==> src/rtl/ava_master_cmdq.sv <==
// rtl/ava_master_cmdq.sv - Avalon-MM single-word master fed by a DEPTH-entry command FIFO
//
// Purpose: local logic pushes read/write commands; an issue engine replays them
// one word at a time on the Avalon bus, honouring master_waitrequest, and
// returns one response pulse per command.
//
// Ports:
//   clk, reset_n                     clock, asynchronous active-low reset
//   cmd_valid/cmd_ready              command handshake (push = valid & ready)
//   cmd_write/cmd_addr/cmd_be/cmd_wdata  command fields
//   rsp_valid/rsp_write/rsp_rdata/rsp_err  one-cycle response per command
//   busy                             FIFO non-empty or transfer in flight
//   master_*                         Avalon-MM master interface
//
// Optional macro AVA_MASTER_CMDQ_TIMEOUT_EN: abort a transfer after TIMEOUT
// consecutive waitrequest cycles and report it with rsp_err=1.
module ava_master_cmdq #(
    parameter int AW      = 32,
    parameter int DW      = 32,
    parameter int BEW     = DW / 8,
    parameter int DEPTH   = 4,
    parameter int TIMEOUT = 255
) (
    input  logic           clk,
    input  logic           reset_n,
    input  logic           cmd_valid,
    output logic           cmd_ready,
    input  logic           cmd_write,
    input  logic [AW-1:0]  cmd_addr,
    input  logic [BEW-1:0] cmd_be,
    input  logic [DW-1:0]  cmd_wdata,
    output logic           rsp_valid,
    output logic           rsp_write,
    output logic [DW-1:0]  rsp_rdata,
    output logic           rsp_err,
    output logic           busy,
    output logic [AW-1:0]  master_address,
    output logic           master_write,
    output logic           master_read,
    output logic [BEW-1:0] master_byteenable,
    output logic [DW-1:0]  master_writedata,
    input  logic [DW-1:0]  master_readdata,
    input  logic           master_waitrequest
);

    localparam int PW = $clog2(DEPTH);
    localparam int CW = PW + 1;
    localparam int EW = 1 + AW + BEW + DW;

    if (BEW != DW / 8 || DW % 8 != 0 || DEPTH < 2 || (1 << PW) != DEPTH || TIMEOUT < 1) begin : g_bad_param
        $error("ava_master_cmdq: illegal parameter combination");
    end

    typedef enum logic [0:0] {ST_IDLE, ST_ISSUE} state_t;

    state_t         state_q, state_d;
    logic [EW-1:0]  mem_q [DEPTH];
    logic [PW-1:0]  wr_ptr_q, wr_ptr_d;
    logic [PW-1:0]  rd_ptr_q, rd_ptr_d;
    logic [CW-1:0]  count_q, count_d;

    logic           master_write_q, master_write_d;
    logic           master_read_q, master_read_d;
    logic [AW-1:0]  master_address_q, master_address_d;
    logic [BEW-1:0] master_byteenable_q, master_byteenable_d;
    logic [DW-1:0]  master_writedata_q, master_writedata_d;

    logic           rsp_valid_q, rsp_valid_d;
    logic           rsp_write_q, rsp_write_d;
    logic [DW-1:0]  rsp_rdata_q, rsp_rdata_d;
    logic           rsp_err_q, rsp_err_d;

    logic           push, pop;
    logic           fifo_empty;
    logic           xfer_done, xfer_abort;
    logic           head_write;
    logic [AW-1:0]  head_addr;
    logic [BEW-1:0] head_be;
    logic [DW-1:0]  head_wdata;

    assign fifo_empty = (count_q == '0);
    assign cmd_ready  = (count_q != CW'(DEPTH));
    assign push       = cmd_valid & cmd_ready;
    assign busy       = !fifo_empty || (state_q == ST_ISSUE);

    assign {head_write, head_addr, head_be, head_wdata} = mem_q[rd_ptr_q];

    // In ISSUE a strobe is always asserted, so completion is just !waitrequest.
    assign xfer_done = (state_q == ST_ISSUE) && !master_waitrequest;

`ifdef AVA_MASTER_CMDQ_TIMEOUT_EN
    localparam int TW = $clog2(TIMEOUT + 1);

    logic [TW-1:0] to_cnt_q, to_cnt_d;

    // Abort on the edge that would take the stall count to TIMEOUT, i.e. after
    // TIMEOUT consecutive stalled strobe cycles.
    assign xfer_abort = (state_q == ST_ISSUE) && master_waitrequest
                        && (to_cnt_q == TW'(TIMEOUT - 1));

    always_comb begin
        to_cnt_d = to_cnt_q;
        if (pop) begin
            to_cnt_d = '0;
        end else if (state_q == ST_ISSUE && master_waitrequest) begin
            to_cnt_d = to_cnt_q + TW'(1);
        end
    end

    always_ff @(posedge clk or negedge reset_n) begin
        if (!reset_n) begin
            to_cnt_q <= '0;
        end else begin
            to_cnt_q <= to_cnt_d;
        end
    end
`else
    assign xfer_abort = 1'b0;
`endif

    always_comb begin
        state_d             = state_q;
        pop                 = 1'b0;
        master_write_d      = master_write_q;
        master_read_d       = master_read_q;
        master_address_d    = master_address_q;
        master_byteenable_d = master_byteenable_q;
        master_writedata_d  = master_writedata_q;
        rsp_valid_d         = 1'b0;
        rsp_write_d         = 1'b0;
        rsp_rdata_d         = '0;
        rsp_err_d           = 1'b0;

        case (state_q)
            ST_IDLE: begin
                if (!fifo_empty) begin
                    pop     = 1'b1;
                    state_d = ST_ISSUE;
                end
            end
            ST_ISSUE: begin
                if (xfer_done || xfer_abort) begin
                    rsp_valid_d = 1'b1;
                    rsp_write_d = master_write_q;
                    rsp_err_d   = xfer_abort;
                    if (xfer_done && master_read_q) begin
                        rsp_rdata_d = master_readdata;
                    end
                    // Chain straight into the next queued command (no bubble).
                    if (!fifo_empty) begin
                        pop = 1'b1;
                    end else begin
                        master_write_d = 1'b0;
                        master_read_d  = 1'b0;
                        state_d        = ST_IDLE;
                    end
                end
            end
            default: state_d = ST_IDLE;
        endcase

        if (pop) begin
            master_write_d      = head_write;
            master_read_d       = !head_write;
            master_address_d    = head_addr;
            master_byteenable_d = head_be;
            master_writedata_d  = head_wdata;
        end
    end

    always_comb begin
        wr_ptr_d = push ? wr_ptr_q + PW'(1) : wr_ptr_q;
        rd_ptr_d = pop  ? rd_ptr_q + PW'(1) : rd_ptr_q;
        count_d  = count_q;
        case ({push, pop})
            2'b10:   count_d = count_q + CW'(1);
            2'b01:   count_d = count_q - CW'(1);
            default: count_d = count_q;
        endcase
    end

    // Storage carries no reset: entries are only read once counted in.
    always_ff @(posedge clk) begin
        if (push) begin
            mem_q[wr_ptr_q] <= {cmd_write, cmd_addr, cmd_be, cmd_wdata};
        end
    end

    always_ff @(posedge clk or negedge reset_n) begin
        if (!reset_n) begin
            state_q             <= ST_IDLE;
            wr_ptr_q            <= '0;
            rd_ptr_q            <= '0;
            count_q             <= '0;
            master_write_q      <= 1'b0;
            master_read_q       <= 1'b0;
            master_address_q    <= '0;
            master_byteenable_q <= '0;
            master_writedata_q  <= '0;
            rsp_valid_q         <= 1'b0;
            rsp_write_q         <= 1'b0;
            rsp_rdata_q         <= '0;
            rsp_err_q           <= 1'b0;
        end else begin
            state_q             <= state_d;
            wr_ptr_q            <= wr_ptr_d;
            rd_ptr_q            <= rd_ptr_d;
            count_q             <= count_d;
            master_write_q      <= master_write_d;
            master_read_q       <= master_read_d;
            master_address_q    <= master_address_d;
            master_byteenable_q <= master_byteenable_d;
            master_writedata_q  <= master_writedata_d;
            rsp_valid_q         <= rsp_valid_d;
            rsp_write_q         <= rsp_write_d;
            rsp_rdata_q         <= rsp_rdata_d;
            rsp_err_q           <= rsp_err_d;
        end
    end

    assign master_write      = master_write_q;
    assign master_read       = master_read_q;
    assign master_address    = master_address_q;
    assign master_byteenable = master_byteenable_q;
    assign master_writedata  = master_writedata_q;
    assign rsp_valid         = rsp_valid_q;
    assign rsp_write         = rsp_write_q;
    assign rsp_rdata         = rsp_rdata_q;
    assign rsp_err           = rsp_err_q;

endmodule

==> config.mk <==
export PLATFORM = sky130hd
export DESIGN_NAME = ava_master_cmdq
export DESIGN_NICKNAME = d
export VERILOG_FILES = /design/src/rtl/ava_master_cmdq.sv
export SDC_FILE = /design/constraint.sdc
export NUM_CORES = 1
export LEC_CHECK = 0
export ABC_AREA = 1
export ABC_CLOCK_PERIOD_IN_PS = 5400
export CORE_UTILIZATION = 35
export DETAILED_ROUTE_END_ITERATION = 8
export GPL_ROUTABILITY_DRIVEN = 0
export PLACE_DENSITY = 0.62
export SYNTH_ARGS = -nofsm -noshare
export SYNTH_HDL_FRONTEND = slang
export SYNTH_SLANG_ARGS = --single-unit
==> constraint.sdc <==
create_clock -name clk -period 5.4 [get_ports clk]
set_input_delay 0.54 -clock clk [delete_from_list [all_inputs] [get_ports clk]]
set_output_delay 0.54 -clock clk [all_outputs]
set_load 0.05 [all_outputs]
Yosys cells after proc, flatten, opt, wreduce, memory -nomap -nowiden --
Memories as Yosys holds them, arrays and structs flattened. Cells that the tools add are included.
Operators by class: $add $sub $neg 4, multiply operators 0, divide/modulo/power cells 0, order comparisons 0, eq/ne operators 3, shift-type cells 0, mux-type cells 20, bitwise operators 2, reductions and logical operators 12
Operator list (count):
- two-way mux 32 bit | 3
- two-way mux 1 bit | 14
- nonzero test 2 bit | 4
- case mux 3 bit (2 select lines) | 1
- adder 2 x 1 -> 2 bit (second input constant) | 2
- case mux 1 bit (2 select lines) | 2
- adder 3 x 1 -> 3 bit (second input constant) | 1
- zero test 1 bit | 3
- zero test 3 bit | 1
- inequality test 3 bit (second input constant) | 1
- AND reduction 3 bit | 1
- subtractor 3 x 1 -> 3 bit (second input constant) | 1
- == test 2 x 1 -> 1 bit (second input constant) | 1
- == test 2 bit (second input constant) | 1
- logical AND 1 bit | 2
- AND 1 bit | 1
- logical OR 1 bit | 1
- NOT 1 bit | 1
Storage, ports and cells: register bits after elaboration 112, bits in latches 0, RAM bits 276, memory bits (read-only) 0, input bits 105, output and inout bits 107, memories kept 1
Memory list:
- mem_q | depth 4, bits a word 69, rd ports 1, clocked after memory_dff 0, wr ports 1, line 57 | logic [EW-1:0] mem_q [DEPTH];

Logic depth before layout (Yosys ltp) --
Gate-level depths: netlist (run 1).
word-level depth 6, gate-level depth with buffers 11, gate-level depth less buffers 10

Least setup slack after synthesis (run 1) --
OpenSTA, ideal clock, no wires.
path type register to register, start point reg count_q[0], end point mem mem_q[0][0] in the netlist's numbering (enable), arrival 3.954 ns, required time 4.903 ns, setup slack 0.949 ns, stages on the path, launching flop included 5, clock period less this slack 4.451 ns, cell sequence dfrtp_1 -> nor2_4 -> nand2_1 -> nand2_2 -> nor2_1
Between the ends: longest elaborated chain between the ends 4
Ends and longest elaborated chain:
- from (decl) | line 60 | logic [CW-1:0] count_q, count_d;
- from (signal assigned) | line 208 | count_q <= count_d;
- inequality test 3 bit | line 82 | assign cmd_ready = (count_q != CW'(DEPTH));
- net cmd_ready | line 27 | output logic cmd_ready,
- AND 1 bit | line 83 | assign push = cmd_valid & cmd_ready;
- two-way mux 1 bit | line 184 | if (push) begin
- two-way mux 1 bit (not written as such) | line 185 | mem_q[wr_ptr_q] <= {cmd_write, cmd_addr, cmd_be, cmd_wdata};
- to (decl) | line 57
The timed path passes the listed nets, and every way through them passes these cells.

Final worst setup path (run 1) --
start point reg count_q[1], end point out busy
Between the ends: longest elaborated chain between the ends 3
Ends and longest elaborated chain:
- zero test 3 bit | line 81 | assign fifo_empty = (count_q == '0);
- zero test 1 bit
- logical OR 1 bit | line 84 | assign busy = !fifo_empty || (state_q == ST_ISSUE);
- to (decl) | line 36 | output logic busy,
No other way between the ends.

==> qor.txt, run 1 <==
Root Buffer: clkbuf_16
CP Class: reg2out
Setup bufs post-CTS: 0
Netlist Area Pre-Place: 15,920 µm²
Pins over their slew limit: 0
Yosys top cell by area: edfxtp_1
Initial core utilization: 35.76%
Clock sink total: 388
M2 GR Usage: 26.84%
Yosys warnings: 0
Hpwl dp: 20,090 µm
Worst min path class: in2async
Power Density: 575.2 nW/µm²
I/O pins: 212
PortBufs: 210
Post-cts repair resize count: 0
Syn Nets: 1,650
Number of buffers created by CTS: 42
Final nets: 1,848
Grt peak-use layer: met2
Crit. End Element: output port
Post-synthesis sequential area ratio: 69.67%
Worst Skew: 0.01578 ns
# setup viols final: 0
Fmax: 0.3779 GHz
Critical path data required time: 4.86 ns
Hold_buf cts: 0
Final period utilization: 49.01%
Synthesized flop and latch total: 388
Largest net degree at the start of global routing: 104
Min cycle time layout: 2.646 ns
Max transition margin: 21.71%
Vias per cell: 4.386
Most common cell after layout, fill and taps aside: nand2_1
H-tree depth: 2
Core ar.: 44,510 µm²
Final WL: 35,650 µm
Placed Cells: 2,285
Met1 usage: 18.72%
Footprint of the multi-input gates: 3197 µm²
Leak: 0.009137 µW
CTS clock-pin slew for the worst setup and hold paths: 0.06 ns
Die area: 46,340 µm²
Vias in the first global route: 10,200
Design area: 19,810 µm²
Top-area cell type share of the netlist area: 52.06%
First-pass GRT wire length: 55,560 µm
Area growth, synth to finish: 24.44%
Endpoints failing hold: 0
Layout cells sized above 1: 4.912%
Dpl cell area: 18,430 µm²
Mapped Cells: 1,539
Site row count: 77
Synth Area per Inst: 10.34 µm²
Sequential cell area: 11,100 µm²
Final Non-Filler Cells: 2,365
Worst skew pair latency: 0.57 ns
Most frequent cells in the layout: nand2_1 (564), inv_1 (321), edfxtp_1 (276), clkdlybuf4s50_1 (209), nand3_1 (143)
CP startpoint kind: flip-flop
DP Worst Slack: 2.662 ns
Crit path DAT: 2.11 ns
Top cells by area, synth: edfxtp_1 (52%), dfrtp_1 (18%), nand2_1 (13%)
Drt drc: 0
Critical path fanouts, max: 3
TritonCTS clock tree: yes
Worst vdd ir: 0.2630 mV
Worst Reg-to-Reg Cells: 7
Die boundary width: 215.3 µm
RSZ-0062 raised after global routing: no
Max-Cap Viols: 0
Total grt overflow: 0
All-layer global routing usage: 15.48%
GR Util met3: 3.708%
Final WS setup: 2.754 ns
Clock Path Buffers: 3
Drt pass-1 iters: 5
Distinct cells, synth: 22
Post-route core utilization: 44.50%
Worst-Margin Slew: 1.174 ns
Drt first-iter violations: 499
Via count: 10,370
Routed Antenna Nets: 0
Initial antenna violation count: 7
Fillers: 4,056
Setup TNS: 0 ns
Status: complete, no violations
Die Y: 215.3 µm
Avg WL per Cell: 15.07 µm
-- worst max-delay path, stage by stage (launching register included) --
cell and delay [ns]:
dfrtp_1 0.42, nor2_4 0.19, nand2_2 0.11, inv_1 0.08
nand2_1 0.05, clkdlybuf4s50_1 0.69
-- path summary, 6_finish.rpt --
check	startpoint	endpoint	slack [ns]
max reg2reg	rd_ptr_q[0]$_DFFE_PN0P_	master_writedata[6]$_DFFE_PN0P_	2.80
min in group clk	master_writedata[21]$_DFFE_PN0P_	master_writedata[21]$_DFFE_PN0P_	0.47
min reg2reg	master_writedata[21]$_DFFE_PN0P_	master_writedata[21]$_DFFE_PN0P_	0.47
max	count_q[1]$_DFFE_PN0P_	busy	2.75
min	reset_n	rsp_rdata[27]$_DFF_PN0_	0.01
max in group asynchronous	reset_n	master_address[10]$_DFFE_PN0P_	4.33
-- power breakdown --
part / total (µW) / switching [µW] / internal (µW)
logic: 4140 / 2900 / 1240
clock network: 2830 / 1170 / 1670
registers: 4420 / 422 / 4000
-- cells by family after synthesis --
logic type | count (synthesis) | synth area share (%)
adders and majority gates | 6 | 0.5188
and+or+nand+nor | 749 | 18.88
DFF | 388 | 69.67
buffers and inverters | 387 | 10.47
other | 1 | 0.02356
AOI/OAI and AO/OA | 3 | 0.1650
xor gates and xnor gates | 5 | 0.2751
-- metal layers --
metal / routed length (µm) / vias to the layer above
met2: 17550 / 245
met1: 15210 / 4936
met3: 1957 / 63
met4: 874 / 10
li1: - / 5120
met5: 65 / -
-- metrics by stage --
| stage | power (µW) | hold slack (ns) |
|---|---|---|
| after floorplan | 7407 | 0.2444 |
| after detailed placement | 8695 | 0.4678 |
| after global placement | 8637 | 0.4646 |
| after global routing | 12080 | 0.05835 |
| final | 11390 | 0.01293 |
| after CTS | 11570 | 0.02639 |
-- cells in the mapped netlist, drive strengths merged --
library cell	instances
nand2	567
inv	323
edfxtp	276
nand3	143
dfrtp	112
buf	55
nor2	39
clkbuf	9
ha	5
xor2	3
o21ai	2
xnor2	2
a21oi	1
conb	1
fa	1
-- state kept, by name, summed over array words and instances, names as in the netlist, 2 cells and up --
name	flops
master_byteenable	4
master_address	32
wr_ptr_q	2
mem_q	276
master_writedata	32
rd_ptr_q	2
count_q	3
rsp_rdata	32
-- layout make-up --
cell class | count | share of cell area [%]
Multi-Input combinational cell | 764 | 16.14
Antenna cell | 2 | 0.02527
Clock inverter | 23 | 1.080
Inverter | 323 | 6.146
Clock buffer | 55 | 5.862
Sequential cell | 388 | 56.03
Timing Repair Buffer | 218 | 10.98
Tap cell | 592 | 3.739
Power figures use the tool's default switching activity.
==> run 2: changes to the inputs <==
ABC_CLOCK_PERIOD_IN_PS = 2150   (was 5400)
PLACE_DENSITY = 0.64   (was 0.62)
clock period = 2.15 ns   (was 5.4 ns; I/O delays follow)
==> run 2 against run 1 <==
Cell count up 0.72%; combinational power rose to 2.7 times the previous value; via count down 0.36%; worst setup slack worse by 2.7 ns; design area up 1.6%; register-to-register slack worse by 2.6 ns; clock skew about the same; first-iteration DRC count up 19%; total power rose to 2.5 times the previous value; utilization up 0.72 points; non-clock buffer count up 20; largest power group is now combinational logic; highest routed layer unchanged.
==> qor.txt, run 2 (synthesis results as in run 1) <==
Status: complete, no violations
Sequential Power Share: 37.1%
TritonCTS clock tree: yes
Avg WL per Cell: 14.93 µm
Footprint of the multi-input gates: 3227 µm²
Most common cell after layout, fill and taps aside: nand2_1
Cell internal pwr: 17,630 µW
Number of buffers created by CTS: 41
Dpl cell area: 18,800 µm²
Initial antenna violation count: 4
Final WL: 35,570 µm
CP startpoint kind: flip-flop
Total grt overflow: 0
Worst Reg-to-Reg Cells: 9
Clock Path Buffers: 3
Critical path endpoint: master_writedata[22]
Clock sink total: 388
Worst vdd ir: 0.7894 mV
Sequential cell area: 11,100 µm²
Design area: 20,130 µm²
Vias in the first global route: 10,480
Area growth, synth to finish: 26.46%
Worst skew pair latency: 0.55 ns
Initial core utilization: 35.76%
Pins over their slew limit: 0
Leak: 0.009282 µW
RSZ-0062 raised after global routing: no
Critical path fanouts, max: 2
Max-Cap Viols: 0
Hold Crit Start: master_readdata[28]
Endpoints failing hold: 0
Power Density: 1438 nW/µm²
Core ar.: 44,510 µm²
Crit. End Element: output port
Reg-to-reg setup timing slack: 0.20 ns
Switch Pwr: 11,320 µW
CP Cell Sequence: clkdlybuf4s50_1
Fillers: 4,104
Die Y: 215.3 µm
CP delay by family, top: buffers and inverters
Drt pass-1 iters: 5
Final period utilization: 96.03%
Critical path data required time: 1.93 ns
CP Class: reg2out
Crit path buffers/inverters: 1
Crit path DAT: 1.85 ns
Biggest register: mem_q
Stages on worst setup path: 1
Worst min path class: in2reg
Drt first-iter violations: 594
Post-route core utilization: 45.23%
Most frequent cells in the layout: nand2_1 (563), inv_1 (321), edfxtp_1 (276), clkdlybuf4s50_1 (207), nand3_1 (143)
Clk pwr share: 23.8%
Worst Skew: 0.01583 ns
Min cycle time layout: 2.065 ns
Setup TNS: 0 ns
Root Buffer: clkbuf_16
DP Worst Slack: 0.1633 ns
Max transition margin: 41.96%
H-tree depth: 2
Vias per cell: 4.340
Site row count: 77
Switching share of power: 39.10%
Worst r2r src: count_q[1]$_DFFE_PN0P_
Final nets: 1,867
CTS clock-pin slew for the worst setup and hold paths: 0.06 ns
All-layer global routing usage: 15.68%
Worst-Margin Slew: 0.8706 ns
Fmax: 0.4843 GHz
Max incr delay on CP: 0.84 ns
Largest net degree at the start of global routing: 140
Max reg flops: 276
Comb power frac: 39.1%
Die boundary width: 215.3 µm
Worst Setup SP: master_writedata[22]$_DFFE_PN0P_
I/O pins: 212
# setup viols final: 0
Layout cells sized above 1: 5.872%
Hpwl dp: 22,040 µm
PortBufs: 210
Via count: 10,340
Die area: 46,340 µm²
Routed Antenna Nets: 0
Drt drc: 0
Crit-path slowest cell: clkdlybuf4s50_1
Final WS setup: 0.08537 ns
R2r endpoint: count_q[2]$_DFFE_PN0P_
Setup bufs post-CTS: 0
First-pass GRT wire length: 56,820 µm
[run 2: worst min path at each step]
stage	endpoint	slack, ns	cells after the start
2_1_floorplan	count_q[0]$_DFFE_PN0P_	-0.08	0
3_3_place_gp	master_writedata[11]$_DFFE_PN0P_	0.24	1
3_5_place_dp	master_writedata[11]$_DFFE_PN0P_	0.25	1
4_1_cts	rsp_rdata[28]$_DFF_PN0_	0.15	3
5_1_grt	rsp_rdata[28]$_DFF_PN0_	0.17	3
6_report	rsp_rdata[28]$_DFF_PN0_	0.18	3
[run 2: cell type report]
cell class / count / area share [%]
inverter: 323 / 6.048
multi-input combinational: 764 / 16.03
antenna: 2 / 0.02486
clock inverter: 17 / 0.8515
tap: 592 / 3.680
timing repair buffer: 238 / 12.52
sequential: 388 / 55.13
clock buffer: 58 / 5.712
[run 2: metal layers]
layer  wire [µm]  up-vias  global-route usage [%]
met4         843        2                   5.839
li1            -     5148                       -
met1       15220     4897                   19.40
met3        2151       56                   3.921
met2       17350      234                   26.41
met5          11        -                       0
[run 2: tightest hold or removal path: stages]
cell and delay [ns]:
clkdlybuf4s50_1 0.40, inv_1 0.05, nor2_1 0.03
[run 2: per-stage QoR]
step                      hold WS, ns  cells  power (µW)
after global placement         0.2432   2304       22150
after global routing           0.1680   2380       30750
after floorplan              -0.08059   1539       18610
after detailed placement       0.2462   2304       22380
after CTS                      0.1493   2380       29390
final                          0.1832   2382       28960
[run 2: what timing repair did]
item	in CTS	in global routing
hold buffers	1	0
endpoints found under the hold margin	32	0
gates resized for setup	1	0
endpoints found under the setup margin	1	0
[run 2: power groups by stage]
stage                     Combinational (µW)  Clock (µW)  Sequential (µW)
after floorplan                         5300           0            13300
after global placement                 11300           0            10900
after detailed placement               11500           0            10900
after CTS                              11500        7100            10800
after global routing                   12400        7380            10900
final                                  11300        6900            10700
==> run 3: changes to the inputs <==
PLACE_DENSITY = not set   (was 0.64)
RECOVER_POWER = 25   (was not set)
==> run 3 against run 2 <==
Cell count rose by 0.63%; sequential share of layout area fell by 0.45 points; via count fell by 0.12%; clock skew rose by 0.0045 ns; count of clock-buffer cells in the layout fell by 3; critical path depth did not move.
==> qor.txt, run 3 (synthesis results as in run 1) <==
Avg WL per Cell: 15.18 µm
Biggest register: mem_q
Site row count: 77
Reg-to-reg setup timing slack: 0.25 ns
Max transition margin: 40.15%
Power Density: 1448 nW/µm²
Worst vdd ir: 0.8774 mV
Hpwl dp: 22,650 µm
Final nets: 1,877
Most frequent cells in the layout: nand2_1 (563), inv_1 (321), edfxtp_1 (276), clkdlybuf4s50_1 (149), nand3_1 (143)
Worst Setup SP: master_writedata[23]$_DFFE_PN0P_
Leak: 0.009381 µW
Design area: 20,290 µm²
Worst r2r src: count_q[1]$_DFFE_PN0P_
Layout cells sized above 1: 6.559%
Final Non-Filler Cells: 2,397
Root Buffer: clkbuf_16
CTS clock-pin slew for the worst setup and hold paths: 0.06 ns
RSZ-0062 raised after global routing: no
Area growth, synth to finish: 27.49%
Dpl cell area: 18,890 µm²
Worst skew pair latency: 0.56 ns
Total grt overflow: 0
Worst Skew: 0.02038 ns
CP Class: reg2out
All-layer global routing usage: 16.05%
# setup viols final: 0
Die Y: 215.3 µm
Final period utilization: 94.13%
I/O pins: 212
Max reg flops: 276
Vias per cell: 4.307
Drt drc: 0
Routed Antenna Nets: 0
Number of buffers created by CTS: 42
Worst-Margin Slew: 0.8978 ns
Final WL: 36,380 µm
Initial core utilization: 35.76%
Critical path endpoint: master_writedata[23]
Via count: 10,330
Die boundary width: 215.3 µm
H-tree depth: 2
Placed Cells: 2,313
Endpoints failing hold: 0
PortBufs: 210
Drt pass-1 iters: 4
Initial antenna violation count: 10
Most common cell after layout, fill and taps aside: nand2_1
Worst Reg-to-Reg Cells: 9
Stages on worst setup path: 1
Max-Cap Viols: 0
Min cycle time layout: 2.024 ns
Fmax: 0.4941 GHz
Critical path fanouts, max: 2
Die area: 46,340 µm²
Pins over their slew limit: 0
Worst min path class: in2async
R2r endpoint: count_q[2]$_DFFE_PN0P_
Crit. End Element: output port
Critical path data required time: 1.93 ns
CP startpoint kind: flip-flop
Status: complete, no violations
Vias in the first global route: 10,480
Largest net degree at the start of global routing: 95
Crit path buffers/inverters: 1
Crit path DAT: 1.81 ns
CP Cell Sequence: clkdlybuf4s50_1
Drt first-iter violations: 573
Clock Path Buffers: 3
TritonCTS clock tree: yes
CP delay by family, top: buffers and inverters
First-pass GRT wire length: 58,120 µm
Core ar.: 44,510 µm²
Crit-path slowest cell: clkdlybuf4s50_1
Clock sink total: 388
Setup bufs post-CTS: 0
Max incr delay on CP: 0.87 ns
run 3: cell types whose count changed in the layout (fill, tap and decap cells not counted), moves of 4 or more:
cell	change
buf_4	+7
clkbuf_1	-4
clkdlybuf4s50_1	-58
clkinv_2	+4
diode_2	+4
dlygate4sd3_1	+58
run 3: how the worst min path moves through the flow:
stage                              from                                to  slack [ns]  depth (start not counted)
floorplan                       reset_n            count_q[0]$_DFFE_PN0P_       -0.08                          0
global placement                reset_n  master_writedata[10]$_DFFE_PN0P_        0.21                          1
detailed placement              reset_n  master_writedata[10]$_DFFE_PN0P_        0.20                          1
CTS                 master_readdata[15]           rsp_rdata[15]$_DFF_PN0_        0.14                          3
global route         master_readdata[3]            rsp_rdata[3]$_DFF_PN0_        0.16                          3
finish                          reset_n  master_writedata[13]$_DFFE_PN0P_        0.17                          2
run 3: stage by stage:
stage	power, µW	setup TNS, ns	setup slack, ns	util (%)	hold WS, ns
floorplan	18610	-1.916	-0.02311	-	-0.08059
global placement	22390	0	0.1607	42.44	0.2082
detailed placement	22580	0	0.1420	42.44	0.2044
CTS	29910	0	0.07499	45.56	0.1375
global route	31190	0	0.06137	45.58	0.1580
finish	29380	0	0.1262	45.60	0.1688
run 3: power by group:
| part | leakage, µW | switching, µW | total [µW] | internal (µW) |
|---|---|---|---|---|
| sequential | 0.00394 | 712 | 10700 | 10000 |
| clock | 0.000689 | 2880 | 7200 | 4310 |
| combinational | 0.00475 | 7850 | 11500 | 3600 |
| total | 0.00938 | 11400 | 29400 | 17900 |
run 3: metal layers:
metal  track usage (%)  vias up  share of wire, %
met3             3.284       60               4.6
met4             5.674        8               2.5
met5                 0        -              0.12
met1             20.01     4850                43
met2             27.55      225                49
li1                  -     5182                 -
run 3: repair_timing:
item	in CTS	in global routing
gates resized for setup	1	0
endpoints found under the hold margin	24	0
hold buffers	1	0
endpoints found under the setup margin	1	0
run 3: final cells by class:
cell class                      count  area, µm²
Sequential cell                   388      11100
Fill cell                        4104      24220
Timing Repair Buffer              247       2614
Inverter                          323       1217
Clock buffer                       55       1171
Tap cell                          592      740.7
Clock inverter                     22      211.5
Multi-Input combinational cell    764       3227
Antenna cell                        6      15.01
